[config.mk]
export PLATFORM = sky130hd
export DESIGN_NAME = controlador_posicionamento
export DESIGN_NICKNAME = d
export VERILOG_FILES = /design/src/rtl/controlador_posicionamento.sv
export SDC_FILE = /design/constraint.sdc
export NUM_CORES = 1
export LEC_CHECK = 0
export ABC_AREA = 0
export ABC_CLOCK_PERIOD_IN_PS = 1550
export CORE_ASPECT_RATIO = 1.4
export CORE_MARGIN = 2
export CORE_UTILIZATION = 42
export DETAILED_ROUTE_END_ITERATION = 12
export PLACE_DENSITY = 0.75
export SYNTH_ARGS = -nofsm -noshare
export SYNTH_HDL_FRONTEND = slang
export SYNTH_SLANG_ARGS = --single-unit
[constraint.sdc]
create_clock -name clk -period 1.55 [get_ports clk]
set_input_delay 0.2325 -clock clk [delete_from_list [all_inputs] [get_ports clk]]
set_output_delay 0.2325 -clock clk [all_outputs]
set_load 0.01 [all_outputs]
[src/rtl/controlador_posicionamento.sv]
// Setup-phase sequencer: walks both players through their fleets in type order,
// drives the placement validator and accepts or rejects each entered placement.
module controlador_posicionamento #(
    parameter int NUM_NAVIOS = 5,
    parameter int TIMEOUT    = 64
) (
    input  logic       clk,
    input  logic       rst,
    input  logic       start,
    input  logic       confirma,
    input  logic [3:0] x_in,
    input  logic [3:0] y_in,
    input  logic       direcao_in,
    input  logic [2:0] orientacao_in,
    input  logic       val_ready,
    input  logic       val_conflitoBorda,
    input  logic       val_conflitoMemoria,
    output logic       val_enable,
    output logic [2:0] val_tipo,
    output logic       val_direcao,
    output logic [2:0] val_orientacao,
    output logic [3:0] val_x1,
    output logic [3:0] val_y1,
    output logic       val_jogador,
    output logic       pedir_entrada,
    output logic       commit,
    output logic       erro_borda,
    output logic       erro_memoria,
    output logic       erro_timeout,
    output logic [2:0] navios_colocados,
    output logic       fase_concluida
);

    localparam int CW = (TIMEOUT > 1) ? $clog2(TIMEOUT) : 1;

    typedef enum logic [2:0] {
        OCIOSO,
        ESPERA_ENTRADA,
        VALIDA,
        AGUARDA_READY,
        LIBERA,
        TROCA_JOGADOR,
        CONCLUIDO
    } estado_t;

    estado_t       estado;
    estado_t       proximo;
    logic [CW-1:0] contador;
    logic [2:0]    tipo;
    logic          jogador;
    logic          expirou;
    logic          conflito;

    assign expirou  = (contador == CW'(TIMEOUT - 1));
    assign conflito = val_conflitoBorda | val_conflitoMemoria;

    // Status outputs decode the state register directly, so rst drops them at once.
    assign val_enable     = (estado == AGUARDA_READY);
    assign pedir_entrada  = (estado == ESPERA_ENTRADA);
    assign fase_concluida = (estado == CONCLUIDO);
    assign val_tipo       = tipo;
    assign val_jogador    = jogador;

    always_ff @(posedge clk or posedge rst) begin
        if (rst) begin
            estado <= OCIOSO;
        end else begin
            estado <= proximo;
        end
    end

    always_comb begin
        proximo = estado;
        case (estado)
            OCIOSO:         if (start) proximo = ESPERA_ENTRADA;
            ESPERA_ENTRADA: if (confirma) proximo = VALIDA;
            VALIDA:         proximo = AGUARDA_READY;
            AGUARDA_READY:  if (val_ready || expirou) proximo = LIBERA;
            // commit is high only in the LIBERA cycle that follows an acceptance,
            // and tipo has already advanced past the last ship type by then.
            LIBERA:         proximo = (commit && tipo == 3'(NUM_NAVIOS)) ? TROCA_JOGADOR
                                                                          : ESPERA_ENTRADA;
            TROCA_JOGADOR:  proximo = jogador ? CONCLUIDO : ESPERA_ENTRADA;
            CONCLUIDO:      proximo = CONCLUIDO;
            default:        proximo = OCIOSO;
        endcase
    end

    always_ff @(posedge clk or posedge rst) begin
        if (rst) begin
            contador         <= '0;
            tipo             <= '0;
            jogador          <= 1'b0;
            navios_colocados <= '0;
            val_x1           <= '0;
            val_y1           <= '0;
            val_direcao      <= 1'b0;
            val_orientacao   <= '0;
            commit           <= 1'b0;
            erro_borda       <= 1'b0;
            erro_memoria     <= 1'b0;
            erro_timeout     <= 1'b0;
        end else begin
            commit <= 1'b0;
            case (estado)
                OCIOSO: begin
                    if (start) begin
                        jogador          <= 1'b0;
                        tipo             <= '0;
                        navios_colocados <= '0;
                    end
                end
                ESPERA_ENTRADA: begin
                    if (confirma) begin
                        val_x1         <= x_in;
                        val_y1         <= y_in;
                        val_direcao    <= direcao_in;
                        val_orientacao <= orientacao_in;
                        erro_borda     <= 1'b0;
                        erro_memoria   <= 1'b0;
                        erro_timeout   <= 1'b0;
                    end
                end
                VALIDA: contador <= '0;
                AGUARDA_READY: begin
                    contador <= contador + CW'(1);
                    // ready has priority over an expiring counter in the same cycle
                    if (val_ready) begin
                        if (conflito) begin
                            erro_borda   <= val_conflitoBorda;
                            erro_memoria <= val_conflitoMemoria;
                        end else begin
                            commit <= 1'b1;
                            tipo   <= tipo + 3'd1;
                            if (navios_colocados != 3'(NUM_NAVIOS))
                                navios_colocados <= navios_colocados + 3'd1;
                        end
                    end else if (expirou) begin
                        erro_timeout <= 1'b1;
                    end
                end
                TROCA_JOGADOR: begin
                    if (!jogador) begin
                        jogador          <= 1'b1;
                        tipo             <= '0;
                        navios_colocados <= '0;
                    end
                end
                default: ;
            endcase
        end
    end

endmodule

[Word level (Yosys, flattened, before mapping)]
Index checks and enable logic that the tools add are counted.
Storage, ports and cells
  register bits after elaboration: 32
  logic and storage cells: 81
  bits of input ports: 19
  output and inout port bits: 26
Operators by class
  add/sub/neg operators: 3
  bitwise logic cells: 1
  equality and inequality tests: 19
  reduce and logical (&&, ||, !) cells: 14
  multiplexer cells: 31
Operator list (count)
  $mux 3: 12
  $pmux 3 s7: 1
  $pmux 3 s3: 2
  $eq 3x3->1 const B: 4
  $ne 2x2->1 const B: 6
  $pmux 6 s2: 1
  $mux 1: 11
  $ne 2x1->1 const B: 4
  $pmux 1 s2: 4
  $reduce_and 4->1: 2
  $add 3x1->3 const B: 2
  $add 6x1->6 const B: 1
  $eq 3x2->1 const B: 2
  $eq 6x6->1 const B: 1
  $reduce_and 6->1: 1
  $reduce_bool 2->1: 3
  $reduce_and 5->1: 1
  $reduce_and 2->1: 2
  $eq 3x1->1 const B: 1
  $logic_not 3->1: 1
  $ne 3x3->1 const B: 1
  $reduce_and 3->1: 1
  $reduce_bool 3->1: 1
  $logic_and 1x1->1: 1
  2 further kinds: 2

[Logic depth before layout (Yosys ltp)]
Gate-level depths: netlist of the first run.
  depth after elaboration: 5
  mapped depth: 7
  mapped depth without buffers: 5

[Worst setup path after synthesis of the first run]
OpenSTA, ideal clock, no wires.
  path kind: register to register
  start point: register estado[0]
  end point: register tipo[0], in the netlist val_tipo[0]
  stages on the path, launching flop included: 5
  setup slack: 0.091 ns
  library setup time: 0.125 ns
  period minus slack after synthesis: 1.459 ns
  arrival time: 1.334 ns
  buffers on the path: 0
  required time: 1.425 ns
  cells stage by stage: dfrtp_1 > or3b_2 > a21oi_2 > nor2_1 > mux2_2
On the way
  word-level cells in the longest chain between the ends: 3
  elaborated cells on any way between the ends: 10
  classes of those cells: eq/ne: 6; mux: 1; reduce/logical: 3
RTL lines
  start: declaration: line 46  | estado_t estado;
  start signal: assignment: line 68  | estado <= proximo;
  $eq 3x3->1, or another cell as far along: line 105  | case (estado)
  $ne 2x2->1 (no line) / $reduce_bool 3->1 (equally long branches)
  $reduce_and 5->1 (no line)
  end signal: assignment: line 134  | tipo <= tipo + 3'd1;
  end: declaration: line 49  | logic [2:0] tipo;
Parallel ways exist; a longest one is shown, timed or not.
A chain may end at the register's enable or synchronous reset.

[Worst setup path in the final report of the first run]
Same ends and word-level chain as after synthesis.

==> Implementation_results.wiki, run 1 <==
{| class="wikitable"
! Metric !! Value
|-
| Simple-gate share of the synthesized area || 26.34%
|-
| Total of warnings raised by yosys || 0
|-
| Area fraction in compound gates after synthesis || about an eighth
|-
| CP max FO || 4
|-
| Cells after synthesis || 173
|-
| Pwr Density || 685.7 nW/um^2
|-
| CTS H-tree depth || 2
|-
| Critical path required time || between 1.5 and 2 ns
|-
| Largest net degree at the start of global routing || 33
|-
| Number of endpoints with negative hold slack in the final report || 0
|-
| Final sum of negative setup slack || -0.004448 ns
|-
| Router iterations before antenna repair || 4
|-
| Post-synth top cells || sky130_fd_sc_hd__nand2_1 (50), sky130_fd_sc_hd__dfrtp_1 (32), sky130_fd_sc_hd__o21ai_0 (16), sky130_fd_sc_hd__nor2_1 (9), sky130_fd_sc_hd__a21oi_1 (8)
|-
| Synthesized cell area || 1582 sq um
|-
| Status || finished, violations left
|-
| Max-cap violations || 0
|-
| Total Nets Final || roughly 260
|-
| ANT nets after route || 0
|-
| Post-Synth Adder-Cell Area || under 10%
|-
| Unrepaired setup endpoints after global routing || yes
|-
| Xor-xnor portion of the synthesized cell area || 0%
|-
| Die X-Extent || 55.86 um
|-
| Post-route DRC violation count || 0
|-
| Post-detailed-routing wire length || 3.723 mm
|-
| Slew @ Worst Pin || a little over 0.4 ns
|-
| Count of vias placed by the detailed router || 1445
|-
| Initial core utilization || a little over two fifths
|-
| Top cells by area, synth || sky130_fd_sc_hd__dfrtp_1 (51%), sky130_fd_sc_hd__nand2_1 (12%), sky130_fd_sc_hd__o21ai_0 (5.1%), sky130_fd_sc_hd__ha_1 (4.0%), sky130_fd_sc_hd__a21oi_1 (2.5%)
|-
| Final setup slack of the worst path || -0.004448 ns
|-
| Initial antenna violation count || 0
|-
| Most common cell in the synthesized netlist || sky130_fd_sc_hd__nand2_1
|-
| Average wire per cell in the routed design || 13.25 um
|-
| Initial DRC count || 40
|-
| Count of final setup violators || 1
|-
| Rows || 26
|-
| Class of the worst hold path || in -> async
|-
| Combined global-route utilization of all metal layers || a little under a fifth
|-
| Leakage Power || 1.063 nW
|-
| Register area share after synthesis || 50.63%
|-
| Arrival time reported for the critical path endpoint || 1.73 ns
|-
| Mean Syn Cell Area || roughly 9.1 sq um
|-
| Count of pins over their slew limit || 0
|-
| Final Wtd Congestion || about 0.74
|-
| First-pass GRT wire length || 6.147 mm
|-
| Top cell type by total area after synthesis || sky130_fd_sc_hd__dfrtp_1
|-
| Number of clock sinks || 32
|-
| Flip-flop cell with the highest count after synthesis || sky130_fd_sc_hd__dfrtp_1
|-
| Tmin final || 1.554 ns
|-
| Port Buf Inserts || between 40 and 50
|-
| Vias/cell || 5.142
|-
| Gr ovfl total || 0
|-
| Quantity of hold-fixing buffers added after cts || 0
|-
| Violations in the final reports || negative setup slack
|-
| Ant diodes || 0
|-
| Count of cell types in the netlist || 35
|-
| Placed wire-length estimate after detailed placement || 2.573 mm
|-
| Area Growth Syn to Fin || 47.23%
|-
| Number of nets in the synthesized netlist || 197
|-
| Share of synthesized area spent on multiplexers || 1.978%
|-
| Seq cells post-synth || 32
|-
| Clock Skew || 0.002606 ns
|-
| Tcrit/Tclk final || 100.3%
|-
| Design Area, Final || 2328 sq um
|-
| Full die area || ~4300 sq um
|-
| Highest clock frequency the design can meet || 643.3 MHz
|-
| Worst-skew pair later-pin latency || 0.29 ns
|-
| Root buffer cell || sky130_fd_sc_hd__clkbuf_8
|-
| Post-place setup slack || -0.2956 ns
|-
| Post-DP Area || approximately 2200 sq um
|-
| CP startpoint kind || flop
|-
| Endpoint kind of the worst setup timing path || flop
|-
| Type of the setup path with the least slack || reg -> reg
|-
| CTS clock-pin slew for the worst setup and hold paths || roughly 0.060 ns
|-
| Share of Yosys cell area claimed by the top area cell type || 50.63%
|-
| Maximum root-to-sink buffer count || 2
|-
| Peak supply drop || slightly below 0.6 mV
|-
| Fraction of layout cells with a size suffix above 1 || 19.25%
|-
| Area of the core || approximately 3600 sq um
|-
| Worst hold slack after final layout || 0.3278 ns
|-
| IO Count || 45
|-
| CTS tree || done
|-
| Number of global-route vias before repair || 1363
|-
| Cts bufs inserted || 5
|-
| Y dimension of the die || 76.61 um
|-
| Dominant combinational cell family by area after synthesis || simple AND/OR/NAND/NOR gates
|-
| Slew margin rel. || 72.31%
|-
| Async S/R FF share, synth || 100.0%
|-
| Post-synth EDFFs || 0
|}
## layout make-up
class | count | area (sq um)
Clock buffer | 8 | 90.09
Fill cell | 311 | 1315
Inverter | 7 | 26.28
Multi-Input combinational cell | 127 | 752.0
Sequential cell | 32 | 804.5
Tap cell | 42 | 52.55
Timing Repair Buffer | 65 | 603.1
## cells in the final DEF, fill, tap and decap left out, drive strengths merged, types with 4 or more instances in the layout
cell type and n:
nand3 6, nand3b 4, inv 6, dfrtp 32
clkbuf 10, clkdlybuf4s50 41, nor2 9, ha 5
nand2 51, buf 22, a21oi 9, o21ai 16
## logic make-up (layout without fill, tap and decap cells)
group,after synthesis,after routing
buf+inv,14,80
mux,3,3
fa+ha+maj,5,5
compound gates,34,34
simple gates,85,85
flops,32,32
## critical path, cell delays in order (launching register included)
cell,delay [ns]
sky130_fd_sc_hd__dfrtp_2,0.46
sky130_fd_sc_hd__buf_6,0.14
sky130_fd_sc_hd__or3b_4,0.37
sky130_fd_sc_hd__a21oi_4,0.17
sky130_fd_sc_hd__nor2_1,0.05
sky130_fd_sc_hd__mux2_2,0.25
## path summary, 6_finish.rpt
path / startpoint / to / slack [ns] / cells past startpoint
min in group clk: val_y1[2] / val_y1[2] / 0.47 / 2
hold / removal: rst / val_x1[2] / 0.33 / 3
setup / recovery: estado[0] / val_tipo[0] / -0.004 / 5
setup reg to reg: estado[0] / val_tipo[0] / -0.004 / 5
hold reg to reg: val_y1[2] / val_y1[2] / 0.47 / 2
max in group asynchronous: rst / estado[0] / 0.89 / 3
## per-stage QoR
stage / instances / power, mW / util (%)
3_5_place_dp: 270 / 0.9567 / 59.38
2_1_floorplan: 173 / 0.8811 / -
3_3_place_gp: 270 / 0.9555 / 59.38
5_1_grt: 281 / 1.650 / 63.91
4_1_cts: 281 / 1.610 / 63.22
6_report: 281 / 1.597 / 63.91
## registers in the layout (all words and copies together) (netlist names), 3 cells and up
signal,count
contador,6
estado,3
navios_colocados,3
val_orientacao,3
val_tipo,3
val_x1,4
val_y1,4
## power breakdown
group / switching, mW / total [mW] / internal, mW
sequential: 0.00381 / 0.843 / 0.839
combinational: 0.0374 / 0.0989 / 0.0615
clock: 0.293 / 0.655 / 0.361
## routing by layer
| layer | GRT usage (%) | vias up | share of wire, % |
|---|---|---|---|
| li1 | - | 711 | - |
| met3 | 5.433 | 7 | 5.6 |
| met1 | 20.96 | 683 | 42 |
| met2 | 31.79 | 44 | 50 |
| met5 | 0 | - | 0 |
| met4 | 8.571 | 0 | 2.4 |
## timing repair
item / 4_1_cts / 5_1_grt
pin swaps: 1 / 0
resized for setup: 14 / 11
endpoints found under the setup margin: 9 / 23
gates cloned: 0 / 0
buffers inserted: 3 / 0
Power figures use the tool's default switching activity.
==> inputs of run 2 (changes only) <==
Settings changed: ABC_AREA 0 to 1, CORE_MARGIN 2 to unset, PLACE_DENSITY 0.75 to 0.74.
==> run 2 against run 1 <==
The run now ends clean. Sequential power is 61% higher. Via count did not move. Fmax up 4.7%. Hold slack lost 0.0031 ns. Design area is 0.64% lower. Non-clock buffer count is 8 lower. Largest power group is now combinational cells.
==> Implementation_results.wiki, run 2 <==
{| class="wikitable"
! Metric !! Value
|-
| Placed wire-length estimate after detailed placement || 2.712 mm (+5.4%)
|-
| Pwr Density || 1812 nW/um^2 (+160%)
|-
| Ant diodes || 0 (unchanged)
|-
| Share of synthesized area spent on multiplexers || 0% (-2.0 points)
|-
| Slew margin rel. || 73.19% (+0.88 points)
|-
| Final setup slack of the worst path || 0.06554 ns (+0.06999 ns)
|-
| Post-synth top cells || sky130_fd_sc_hd__nand2_1 (67), sky130_fd_sc_hd__dfrtp_1 (32), sky130_fd_sc_hd__nor2_1 (16), sky130_fd_sc_hd__inv_1 (14), sky130_fd_sc_hd__o21ai_0 (9)
|-
| Register area share after synthesis || 50.24% (-0.40 points)
|-
| Tcrit/Tclk final || 95.77% (-4.5 points)
|-
| Class of the worst hold path || in -> async
|-
| Number of nets in the synthesized netlist || 216 (+9.6%)
|-
| Simple-gate share of the synthesized area || 30.53% (+4.2 points)
|-
| Post-route DRC violation count || 0 (unchanged)
|-
| Flop2flop setup slack || 0.09 ns (+0.09 ns)
|-
| Number of buffer and inverter stages on the critical path || 1 (unchanged)
|-
| Final standard cell utilization of the core || 63.50% (-0.41 points)
|-
| Post-Synth Adder-Cell Area || 3.925% (-0.031 points)
|-
| IO Count || 45 (unchanged)
|-
| Unrepaired setup endpoints after global routing || no
|-
| Gr ovfl total || 0 (unchanged)
|-
| Vias/cell || 4.898 (-4.7%)
|-
| Count of cell types in the netlist || 25 (-29%)
|-
| Post-synth EDFFs || 0 (unchanged)
|-
| Most common cell in the synthesized netlist || sky130_fd_sc_hd__nand2_1
|-
| Worst-skew pair later-pin latency || 0.28 ns (about the same)
|-
| Critical register-to-register path startpoint || estado[1]
|-
| CP max FO || 4 (unchanged)
|-
| CTS H-tree depth || 2 (unchanged)
|-
| Number of clock sinks || 32 (unchanged)
|-
| Maximum root-to-sink buffer count || 2 (unchanged)
|-
| Router iterations before antenna repair || 4 (unchanged)
|-
| Area Growth Syn to Fin || 45.13%
|-
| Cts bufs inserted || 5 (unchanged)
|-
| Power Total || 4.193 mW (+160%)
|-
| Post-detailed-routing wire length || 3.670 mm (-1.4%)
|-
| Worst flop-to-flop path endpoint || navios_colocados[0]
|-
| Count of final setup violators || 0 (-1)
|-
| Fraction of layout cells with a size suffix above 1 || 19.76% (+0.52 points)
|-
| CTS clock-pin slew for the worst setup and hold paths || 0.07 ns (about the same)
|-
| Final std cells w/o fill || 295 (+5.0%)
|-
| Async S/R FF share, synth || 100.0% (unchanged)
|-
| Root buffer cell || sky130_fd_sc_hd__clkbuf_8
|-
| Worst hold slack after final layout || 0.3247 ns (-0.003099 ns)
|-
| Peak supply drop || 1.331 mV (+130%)
|-
| Seq cells post-synth || 32 (unchanged)
|-
| Largest registers || contador: 6 flops, val_x1: 4 flops, val_y1: 4 flops
|-
| Max FFs per register || 6 (unchanged)
|-
| Number of endpoints with negative hold slack in the final report || 0 (unchanged)
|-
| First-pass GRT wire length || 6.361 mm (+3.5%)
|-
| Post-place setup slack || -0.04842 ns (+0.2472 ns)
|-
| ANT nets after route || 0 (unchanged)
|-
| Initial DRC count || 17 (-57%)
|-
| Type of the setup path with the least slack || reg -> out
|-
| Y dimension of the die || 74.89 um (-2.2%)
|-
| Largest net degree at the start of global routing || 33 (unchanged)
|-
| Final sum of negative setup slack || 0 ns (+0.004448 ns)
|-
| Combined global-route utilization of all metal layers || 21.74% (+3.2 points)
|-
| Count of pins over their slew limit || 0 (unchanged)
|-
| Status || finished clean
|-
| Tmin final || 1.484 ns (-0.06999 ns)
|-
| CTS tree || done
|-
| Share of Yosys cell area claimed by the top area cell type || 50.24% (-0.40 points)
|-
| Die X-Extent || 54.07 um (-3.2%)
|-
| Highest clock frequency the design can meet || 673.6 MHz (+4.7%)
|-
| Cell-by-cell trace of the critical path || clkdlybuf4s50_1
|-
| Dominant combinational cell family by area after synthesis || simple AND/OR/NAND/NOR gates
|-
| Number of global-route vias before repair || 1446 (+6.1%)
|-
| Full die area || 4049 sq um (-5.4%)
|-
| Worst Reg-to-Reg Cells || 8 (+3)
|-
| Leading cell type in the layout, fill and taps excluded || sky130_fd_sc_hd__nand2_1
|-
| Biggest cell delay along the critical path || 0.56 ns (+0.10 ns)
|-
| Family with the most delay on the worst path || buffers and inverters
|-
| Top cell type by total area after synthesis || sky130_fd_sc_hd__dfrtp_1
|-
| # placed instances || 284 (+5.2%)
|-
| Flip-flop cell with the highest count after synthesis || sky130_fd_sc_hd__dfrtp_1
|-
| Initial antenna violation count || 0 (unchanged)
|-
| Most frequent cells in the layout || sky130_fd_sc_hd__nand2_1 (65), sky130_fd_sc_hd__clkdlybuf4s50_1 (41), sky130_fd_sc_hd__dfrtp_1 (27), sky130_fd_sc_hd__nor2_1 (15), sky130_fd_sc_hd__inv_1 (14)
|-
| Port Buf Inserts || 44 (unchanged)
|-
| Arrival time reported for the critical path endpoint || 1.25 ns (-0.48 ns)
|-
| Number of filler cells placed in the layout || 321 (+3.2%)
|-
| Synthesized cell area || 1594 sq um (+0.79%)
|-
| CP startpoint kind || flop
|-
| Total of warnings raised by yosys || 0 (unchanged)
|-
| Design Area, Final || 2313 sq um (-0.64%)
|-
| Max stage delay cell, worst path || sky130_fd_sc_hd__clkdlybuf4s50_1
|-
| Quantity of hold-fixing buffers added after cts || 0 (unchanged)
|-
| Area of the core || 3643 sq um (unchanged)
|-
| Clock Skew || 0.002436 ns (-0.0001698 ns)
|-
| Cells after synthesis || 192 (+11%)
|-
| Average wire per cell in the routed design || 12.44 um (-6.1%)
|-
| Top reg by flops || contador
|-
| Max-cap violations || 0 (unchanged)
|-
| Count of vias placed by the detailed router || 1445 (unchanged)
|-
| Total Nets Final || 276 (+5.3%)
|-
| Xor-xnor portion of the synthesized cell area || 1.099% (+1.1 points)
|-
| Area fraction in compound gates after synthesis || 7.064% (-5.4 points)
|-
| Slew @ Worst Pin || 0.4022 ns (-0.01314 ns)
|-
| Critical path required time || 1.32 ns (-0.40 ns)
|-
| Post-DP Area || 2133 sq um (-1.4%)
|-
| Initial core utilization || 43.75% (+0.34 points)
|-
| Endpoint kind of the worst setup timing path || output pin
|-
| Top cells by area, synth || sky130_fd_sc_hd__dfrtp_1 (50%), sky130_fd_sc_hd__nand2_1 (16%), sky130_fd_sc_hd__ha_1 (3.9%), sky130_fd_sc_hd__nor2_1 (3.8%), sky130_fd_sc_hd__inv_1 (3.3%)
|-
| Mean Syn Cell Area || 8.302 sq um (-9.2%)
|-
| Rows || 26 (unchanged)
|-
| Leakage Power || 1.140 nW (+7.2%)
|-
| Final Wtd Congestion || 0.8687 (+18%)
|}
-- run 2: changes by cell type after synthesis, sizes merged, moves of 4 or more --
| cell | previous run | this run |
|---|---|---|
| nand3b | 4 | 0 |
| inv | 6 | 18 |
| nand3 | 6 | 10 |
| nand2 | 51 | 72 |
| nor2 | 9 | 19 |
| nand4 | 0 | 4 |
| a21oi | 9 | 2 |
-- run 2: cells by family after synthesis --
| kind of cell | Yosys count |
|---|---|
| fa+ha+maj | 5 |
| flops | 32 |
| compound gates | 21 |
| simple gates | 109 |
| buf+inv | 23 |
| xor+xnor | 2 |
-- run 2: area by class of cell --
class	instances	area, sq um	area share, %
Clock buffer	7	96.34	4.164
Clock inverter	1	30.03	1.298
Inverter	19	75.07	3.245
Multi-Input combinational cell	137	709.4	30.67
Sequential cell	32	807.0	34.88
Tap cell	42	52.55	2.271
Timing Repair Buffer	57	543.0	23.47
-- run 2: what timing repair did --
action / CTS / global route
endpoints found under the setup margin: 4 / 10
gates resized for setup: 10 / 10
buffers inserted: 3 / 0
pin swaps: 0 / 2
-- run 2: worst max path at each step --
stage                                to  cells past startpoint  slack [ns]                 from
floorplan                     estado[0]                      6        0.32          contador[0]
global placement    navios_colocados[1]                      9       0.002  val_conflitoMemoria
detailed placement  navios_colocados[2]                      9       -0.05  val_conflitoMemoria
CTS                         val_tipo[0]                      1        0.02          val_tipo[0]
global route                val_tipo[1]                      9     0.00009            estado[1]
finish              navios_colocados[1]                      1        0.07  navios_colocados[1]
-- run 2: worst register-to-register path: stages (launching register included) --
cell and delay, ns:
sky130_fd_sc_hd__dfrtp_2 0.42, sky130_fd_sc_hd__buf_4 0.16, sky130_fd_sc_hd__buf_4 0.14, sky130_fd_sc_hd__nor2_2 0.15
sky130_fd_sc_hd__nand2_1 0.11, sky130_fd_sc_hd__nand3_2 0.14, sky130_fd_sc_hd__nand3_2 0.11, sky130_fd_sc_hd__nand2_1 0.07
sky130_fd_sc_hd__nand2_1 0.05
-- run 2: per-layer routing --
layer  share of wire, %  vias to the layer above  GRT usage (%)  wire length (um)
met5                  0                        -              0                 0
met4               0.87                        0          5.128                32
met3                6.9                        3          5.657               252
met2                 52                       49          37.72              1895
met1                 41                      667          26.52              1490
li1                   -                      726              -                 -
-- run 2: report_power, final --
part | switching [mW] | total [mW] | internal (mW) | leakage (nW)
Sequential | 0.233 | 1.36 | 1.13 | 0.411
Combinational | 1.01 | 1.95 | 0.937 | 0.665
Clock | 0.314 | 0.882 | 0.567 | 0.0645
